===== src/rtl/recip_lut_bank.sv =====
// recip_lut_bank
// ----------------------------------------------------------------------------
// Multi-channel lookup table of fixed-point reciprocals. The table holds DEPTH
// entries that are refilled with floor(2^FRAC_W/(i+1)) (entry 0 saturates to
// 2^FRAC_W-1) by an INIT sequence after reset or an init_req pulse. Once READY,
// the table serves NUM_CH independent registered read channels and accepts
// writes through a single write port.
//
// Ports
//   clk        rising-edge clock for all logic
//   rst        synchronous active-high reset
//   init_req   pulse: restart the default-contents fill (from any state)
//   rd_valid   per-channel read request
//   rd_adr     per-channel read address, channel c at [c*ADDR_W +: ADDR_W]
//   rd_ready   high while the table is READY
//   rd_data    per-channel read result, channel c at [c*DATA_W +: DATA_W]
//   rd_dvalid  per-channel one-cycle result strobe
//   rd_err     per-channel out-of-range flag, qualified by rd_dvalid
//   wr_en      write strobe (honoured only in READY)
//   wr_adr     write address; addresses >= DEPTH are dropped
//   wr_data    write data
//   busy       high while the INIT fill is running
// ----------------------------------------------------------------------------
module recip_lut_bank #(
  parameter int DATA_W = 16,
  parameter int FRAC_W = 8,
  parameter int DEPTH  = 12,
  parameter int ADDR_W = 4,
  parameter int NUM_CH = 2
) (
  input  logic                     clk,
  input  logic                     rst,
  input  logic                     init_req,
  input  logic [NUM_CH-1:0]        rd_valid,
  input  logic [NUM_CH*ADDR_W-1:0] rd_adr,
  output logic                     rd_ready,
  output logic [NUM_CH*DATA_W-1:0] rd_data,
  output logic [NUM_CH-1:0]        rd_dvalid,
  output logic [NUM_CH-1:0]        rd_err,
  input  logic                     wr_en,
  input  logic [ADDR_W-1:0]        wr_adr,
  input  logic [DATA_W-1:0]        wr_data,
  output logic                     busy
);

  typedef enum logic {
    INIT,
    READY
  } state_t;

  // Default contents are folded into a constant at elaboration so the fill
  // logic is a plain ROM lookup indexed by the init counter.
  function automatic logic [DEPTH*DATA_W-1:0] build_rom();
    logic [DEPTH*DATA_W-1:0] rom;
    rom = '0;
    for (int i = 0; i < DEPTH; i++) begin
      if (i == 0) begin
        rom[i*DATA_W +: DATA_W] = DATA_W'((1 << FRAC_W) - 1);
      end else begin
        rom[i*DATA_W +: DATA_W] = DATA_W'((1 << FRAC_W) / (i + 1));
      end
    end
    return rom;
  endfunction

  localparam logic [DEPTH*DATA_W-1:0] DEFAULT_ROM = build_rom();
  localparam logic [ADDR_W-1:0]       LAST_ADR    = ADDR_W'(DEPTH - 1);

  // One extra bit so the comparison also works when DEPTH == 2^ADDR_W.
  function automatic logic in_range(input logic [ADDR_W-1:0] a);
    return ({1'b0, a} < (ADDR_W + 1)'(DEPTH));
  endfunction

  state_t              state;
  state_t              next_state;
  logic [ADDR_W-1:0]   cnt;
  logic [ADDR_W-1:0]   next_cnt;
  logic [DATA_W-1:0]   mem [DEPTH];
  logic [ADDR_W-1:0]   ch_adr [NUM_CH];

  always_comb begin
    for (int c = 0; c < NUM_CH; c++) begin
      ch_adr[c] = rd_adr[c*ADDR_W +: ADDR_W];
    end
  end

  always_ff @(posedge clk) begin
    if (rst) begin
      state <= INIT;
      cnt   <= '0;
    end else begin
      state <= next_state;
      cnt   <= next_cnt;
    end
  end

  // init_req overrides everything, including an in-progress fill, so the
  // counter always restarts from entry 0.
  always_comb begin
    next_state = state;
    next_cnt   = cnt;
    rd_ready   = 1'b0;
    busy       = 1'b0;
    case (state)
      INIT: begin
        busy = 1'b1;
        if (cnt == LAST_ADR) begin
          next_state = READY;
          next_cnt   = '0;
        end else begin
          next_cnt = cnt + 1'b1;
        end
      end
      READY: begin
        rd_ready = 1'b1;
      end
      default: begin
        next_state = INIT;
        next_cnt   = '0;
      end
    endcase
    if (init_req) begin
      next_state = INIT;
      next_cnt   = '0;
    end
  end

  // The table itself is not reset: the INIT fill that follows reset rewrites
  // every entry. A user write in the same cycle as init_req is dropped.
  always_ff @(posedge clk) begin
    if (!rst) begin
      if (state == INIT) begin
        mem[cnt] <= DEFAULT_ROM[int'(cnt)*DATA_W +: DATA_W];
      end else if (wr_en && !init_req && in_range(wr_adr)) begin
        mem[wr_adr] <= wr_data;
      end
    end
  end

  // Reads sample the array before this edge's write lands, which gives
  // read-before-write on an address collision. A read issued in READY is
  // still served even if init_req arrives in the same cycle.
  always_ff @(posedge clk) begin
    if (rst) begin
      rd_data   <= '0;
      rd_dvalid <= '0;
      rd_err    <= '0;
    end else begin
      for (int c = 0; c < NUM_CH; c++) begin
        rd_dvalid[c] <= 1'b0;
        rd_err[c]    <= 1'b0;
        if (state == READY && rd_valid[c]) begin
          rd_dvalid[c] <= 1'b1;
          if (in_range(ch_adr[c])) begin
            rd_data[c*DATA_W +: DATA_W] <= mem[ch_adr[c]];
          end else begin
            rd_data[c*DATA_W +: DATA_W] <= '0;
            rd_err[c]                   <= 1'b1;
          end
        end
      end
    end
  end

endmodule


===== config.mk =====
export PLATFORM = sky130hd
export DESIGN_NAME = recip_lut_bank
export DESIGN_NICKNAME = d
export VERILOG_FILES = /design/src/rtl/recip_lut_bank.sv
export SDC_FILE = /design/constraint.sdc
export NUM_CORES = 1
export LEC_CHECK = 0
export CAP_MARGIN = 20
export CORE_MARGIN = 3
export CORE_UTILIZATION = 43
export CTS_CLUSTER_SIZE = 30
export DETAILED_ROUTE_END_ITERATION = 10
export PLACE_DENSITY_LB_ADDON = 0.12
export RECOVER_POWER = 50
export SLEW_MARGIN = 20
export SYNTH_ARGS = -nofsm -noshare
export SYNTH_HDL_FRONTEND = slang
export SYNTH_SLANG_ARGS = --single-unit

===== constraint.sdc =====
create_clock -name clk -period 6.09 [get_ports clk]
set_clock_uncertainty 0.15 [all_clocks]
set_input_delay 1.5225 -clock clk [delete_from_list [all_inputs] [get_ports clk]]
set_output_delay 1.5225 -clock clk [all_outputs]
set_load 0.1 [all_outputs]

# Word-level counts from Yosys, hierarchy flattened
# Memory sizes are Yosys's and may differ from the RTL's.
# Cells that the tools add are included.
classes:
  n_lt_le_gt_ge: 3
  add_sub_neg: 1
  n_bitwise: 2
  eq_ne: 1
  shift: 1
  n_mux: 20
  reduce_logical: 9
ops:
  columns: ["operator", "n"]
  rows:
  - ["indexed part select 192 x 9 -> 16 bit (first input constant)", 1]
  - ["two-way mux 16 bit", 3]
  - ["OR reduction 16 bit", 1]
  - ["two-way mux 1 bit", 15]
  - ["< comparator 4 bit (second input constant)", 3]
  - ["two-way mux 4 bit", 2]
  - ["OR reduction 2 bit", 3]
  - ["adder 4 x 1 -> 4 bit (second input constant)", 1]
  - ["equality test 4 bit (second input constant)", 1]
  - ["logical AND 1 bit", 4]
  - ["NOT 1 bit", 2]
  - ["logical NOT 1 bit", 1]
totals:
  out_inout_bits: 38
  reg_bits: 41
  n_memories: 1
  ram_bits: 192
memory_table:
  columns: ["name", "depth", "word_bits", "rd", "rd_clocked_by_memory_dff", "write_ports", "line", "text"]
  rows:
  - ["mem", 12, 16, 2, 0, 1, "78", "logic [DATA_W-1:0] mem [DEPTH];"]

# Logic depth before layout (Yosys ltp)
depth:
  ltp_word: 9
  mapped_depth: 7

# Worst setup path after synthesis
# No wires, ideal clock.
synth_path:
  path_kind: "input to register"
  startpoint: "input port rst"
  endpoint: "memory mem[7][0] (enable)"
  path_stages: 6
  t_arrival_ns: 3.292
  path_slack_ns: 2.260
  n_path_buf: 2
  setup_time_ns: 0.388
  path_cell_list: "buf_2 -> nor2b_1 -> and4b_1 -> clkbuf_1 -> mux2_2 -> nor2_1"
synth_between:
  elab_chain_cells: 4
synth_lines:
  columns: ["element", "line", "text"]
  rows:
  - ["from (decl)", "32", "input logic rst,"]
  - ["two-way mux 1 bit", "131", "if (!rst) begin"]
  - ["two-way mux 1 bit (not written as such)", "135", "mem[wr_adr] <= wr_data;"]
  - ["OR reduction 16 bit (no line)", null, null]
  - ["two-way mux 4 bit (no line) or two-way mux 1 bit (tied branches)", null, null]
  - ["to (decl)", "78", null]
# Parallel ways exist; a longest one is shown, timed or not.

# Worst setup path in the final report
layout_path:
  startpoint: "input port rst"
  endpoint: "memory mem[5][6], data pin"
layout_between:
  elab_chain_cells: 4
layout_lines:
  columns: ["element", "line"]
  rows:
  - ["two-way mux 1 bit", "131"]
  - ["two-way mux 1 bit (not written as such)", "135"]
  - ["OR reduction 16 bit (no line)", null]
  - ["two-way mux 16 bit (no line)", null]
# No other way between the ends.

==> tab_implementation.tex <==
\begin{tabular}{lr}
\hline
Metric & Value \\
\hline
\multicolumn{2}{l}{\textbf{Place}} \\
Worst-case setup slack after placement & $\sim$1000 ps \\
Number of buffers added on ports & 71 \\
Dpl cells & $\sim$1,100 \\
Post-DP HPWL & slightly below 20,000 um \\
Post-Place Cell Area & 11,800 um\^{}2 \\
Final RePlAce weighted congestion & roughly 0.83 \\
\multicolumn{2}{l}{\textbf{Job}} \\
Reported max-cap violation count & 2 \\
\multicolumn{2}{l}{\textbf{Global routing}} \\
Via count of the first global-routing pass & 6,909 \\
Grt ovf & 0 \\
First-pass GRT wire length & around 44,000 um \\
GRT Resource Usage Total & 21.9\% \\
Largest net degree at the start of global routing & 67 \\
Number of antenna violations at the first check in global routing & 0 \\
\multicolumn{2}{l}{\textbf{STA}} \\
Final Hold Viols & 0 \\
Fmax & 205 MHz \\
Setup repair after global routing missed its margin & no \\
Minimum hold slack & between 200 and 300 ps \\
Relative slew slack & -47.6\% \\
Max-slew violations & 26 \\
Final critical-path share of the clock period & 80.0\% \\
Summed negative setup slack over all endpoints & 0 ps \\
Worst path setup slack after routing & between 1000 and 1500 ps \\
Least-Margin Pin Slew & between 2000 and 2500 ps \\
Final setup viols & 0 \\
Clock period minus final worst setup slack & between 4000 and 5000 ps \\
\multicolumn{2}{l}{\textbf{Synth}} \\
Synth Flop Type & edfxtp\_1 \\
Nets in the synthesized netlist & 760 \\
Synth Cell Area & 10,800 um\^{}2 \\
Count of unique library cells instantiated by Yosys & 46 \\
Count of warnings emitted by yosys & 0 \\
Post-synth EDFFs & 192 \\
Mean post-synth cell area & around 15 um\^{}2 \\
Proportion of synthesized chip area in sequential cells & roughly 61\% \\
Cell count after synthesis & around 720 \\
Async set or reset register ratio after synthesis & 0\% \\
Seq cells post-synth & about 230 \\
\multicolumn{2}{l}{\textbf{Layout}} \\
Fraction of layout cells with a size suffix above 1 & between 10\% and 20\% \\
Total inserted antenna cells & 0 \\
Nets & 832 \\
Final non-filler cell total & between 1,000 and 1,500 \\
P\&R area growth vs syn & 17.0\% \\
Fraction of the core area covered by cells at the end of the flow & 51.6\% \\
Finished Cell Area & 12,600 um\^{}2 \\
\multicolumn{2}{l}{\textbf{Die}} \\
Die Width & 164 um \\
Row cnt & 57 \\
Effective utilization at floorplan & about 44\% \\
Core Footprint & around 24,000 um\^{}2 \\
Total die area & approximately 27,000 um\^{}2 \\
I/O pins & approximately 70 \\
Height of the die & between 150 and 200 um \\
\multicolumn{2}{l}{\textbf{Worst hold path}} \\
Worst Hold End & rd\_data[7] \\
Cell depth of the worst hold path & 1 \\
Type of the tightest min-delay check & reg2reg \\
Hold Startpoint & rd\_data[7] \\
\multicolumn{2}{l}{\textbf{Drt}} \\
DR pass1 iterations & 5 \\
Residual antenna-violating net count after detailed routing & 0 \\
DRC errors left & 0 \\
Via count & approximately 7,000 \\
Routed WL per cell & 25.8 um \\
Routed vias/inst & $\sim$6 \\
Routed WL & 29,300 um \\
Detailed router's first-iteration violation count & between 600 and 700 \\
\multicolumn{2}{l}{\textbf{Critical path}} \\
Required arrival time at the worst endpoint & 5940 ps \\
Worst Setup Start Kind & input port \\
Arr. time, crit path & roughly 4700 ps \\
Worst reg2reg path startpoint & state \\
Highest net fanout along the worst path & 23 \\
Cells on worst reg2reg path & 3 \\
R2r setup slk & roughly 2500 ps \\
Endpoint of the most critical register-to-register path & mem[5][6] \\
Critical Path End Type & flip-flop \\
Crit path kind & in2reg \\
\multicolumn{2}{l}{\textbf{Clocking}} \\
Clock tree from TritonCTS & built \\
Number of gates resized after CTS & 0 \\
CTS H-tree lvls & 1 \\
CTS Root Cell & clkbuf\_16 \\
Number of sinks on the clock net & between 200 and 250 \\
Clock transition at the registers of the reported paths & about 60 ps \\
Setup repair bufs after CTS & 0 \\
Num CTS Buffers & 26 \\
Clk\_lat worst skew & between 500 and 600 ps \\
Hold buffers post-CTS & 0 \\
Maximum buffer depth of the clock tree & 3 \\
\multicolumn{2}{l}{\textbf{Power and ir drop}} \\
Static Leak & around 4.7 nW \\
Cell area power density & $\sim$280 nW/um\^{}2 \\
Total power draw & around 3.5 mW \\
Maximum vdd drop & roughly 0.18 mV \\
\multicolumn{2}{l}{\textbf{Run status}} \\
Result of the run & finished, violations left \\
Failing checks & capacitance limit, slew limit \\
\hline
\end{tabular}
critical path, cell delays in order:
cell           delay, ps
dlygate4sd3_1        760
nor2b_1              160
and4b_1              480
o41ai_1             1790
area by class of cell:
class,count,area [um^2]
clock buffer,32,704
clock inverter,16,129
fill,2028,11800
inverter,7,26.3
multi-input combinational,431,3900
sequential,233,6590
tap,324,405
timing repair buffer,95,873
per-layer routing:
layer | GRT usage (%) | wire, um | up-vias
li1 | - | - | 3010
met1 | 31.7 | 12600 | 3401
met2 | 33.8 | 13200 | 342
met3 | 5.32 | 2940 | 51
met4 | 4.54 | 552 | 0
met5 | 0 | 0 | -
sequential cells by signal (all words and copies together) (netlist names):
signal     count
mem          192
rd_data       32
cnt            4
rd_dvalid      2
rd_err         2
state          1
worst max-delay path by stage:
| stage | start | to | slack, ps | depth (start not counted) |
|---|---|---|---|---|
| after floorplan | rst | mem[7][0] | 2260 | 6 |
| after global placement | rst | mem[10][13] | 1200 | 5 |
| after detailed placement | rst | mem[9][13] | 1000 | 5 |
| after CTS | rst | mem[9][14] | 1540 | 5 |
| after global routing | rst | mem[11][6] | 770 | 4 |
| final | rst | mem[5][6] | 1220 | 4 |
layout by cell type, fill, tap and decap left out, drive strengths merged, types with 2 or more instances in the layout:
cell type	Yosys	final
mux2i	36	36
and2	9	9
nor2b	8	8
bufinv	0	2
clkinv	0	13
a21oi	26	26
edfxtp	192	192
nand2b	2	2
buf	31	28
ha	4	4
a211oi	19	19
mux4	47	47
o31ai	2	2
a21o	16	16
nand2	44	44
nor3	20	20
clkbuf	20	32
dlygate4sd3	0	39
a31oi	2	2
nor2	43	43
a221o	16	16
o21ai	5	5
o41ai	2	2
nor3b	2	2
and3	3	3
a32oi	2	2
mux2	81	81
inv	7	7
o22ai	31	31
a2111oi	2	2
clkdlybuf4s50	0	28
dfxtp	41	41
kinds of logic (layout without fill, tap and decap cells):
group	Yosys count	after routing	share of synthesized area, %
mux	164	164	21.6
flops	233	233	61.0
simple gates	137	137	5.84
fa+ha+maj	4	4	0.464
compound gates	126	126	8.19
buf+inv	58	150	2.86
Yosys cell counts, types with 2 or more instances:
library cell  count  area (um^2)
edfxtp_1        192         5770
mux2_1           53          597
mux4_2           47         1060
nand2_1          44          165
nor2_1           42          158
dfxtp_1          41          821
mux2i_1          36          360
o22ai_1          31          194
mux2_2           28          315
a21oi_1          26          130
buf_2            24          120
clkbuf_1         20         75.1
nor3_1           20          100
a211oi_1         19          143
a21o_1           16          120
a221o_1          16          160
and2_1            9         56.3
nor2b_1           8         50.1
inv_1             7         26.3
ha_1              4         50.1
and3_1            3         18.8
o21ai_0           3         15.0
a31oi_1           2         12.5
a32oi_1           2         17.5
buf_4             2         15.0
buf_6             2         22.5
buf_8             2         30.0
nand2b_1          2         12.5
o21ai_1           2         10.0
o31ai_1           2         15.0
o41ai_1           2         17.5
power breakdown:
part / internal (mW) / total [mW] / switching (mW)
clock network: 0.902 / 1.52 / 0.620
registers: 1.73 / 1.74 / 0.00604
logic: 0.0875 / 0.218 / 0.131
total: 2.72 / 3.48 / 0.757
No activity file was read; power rests on OpenSTA's default activity.
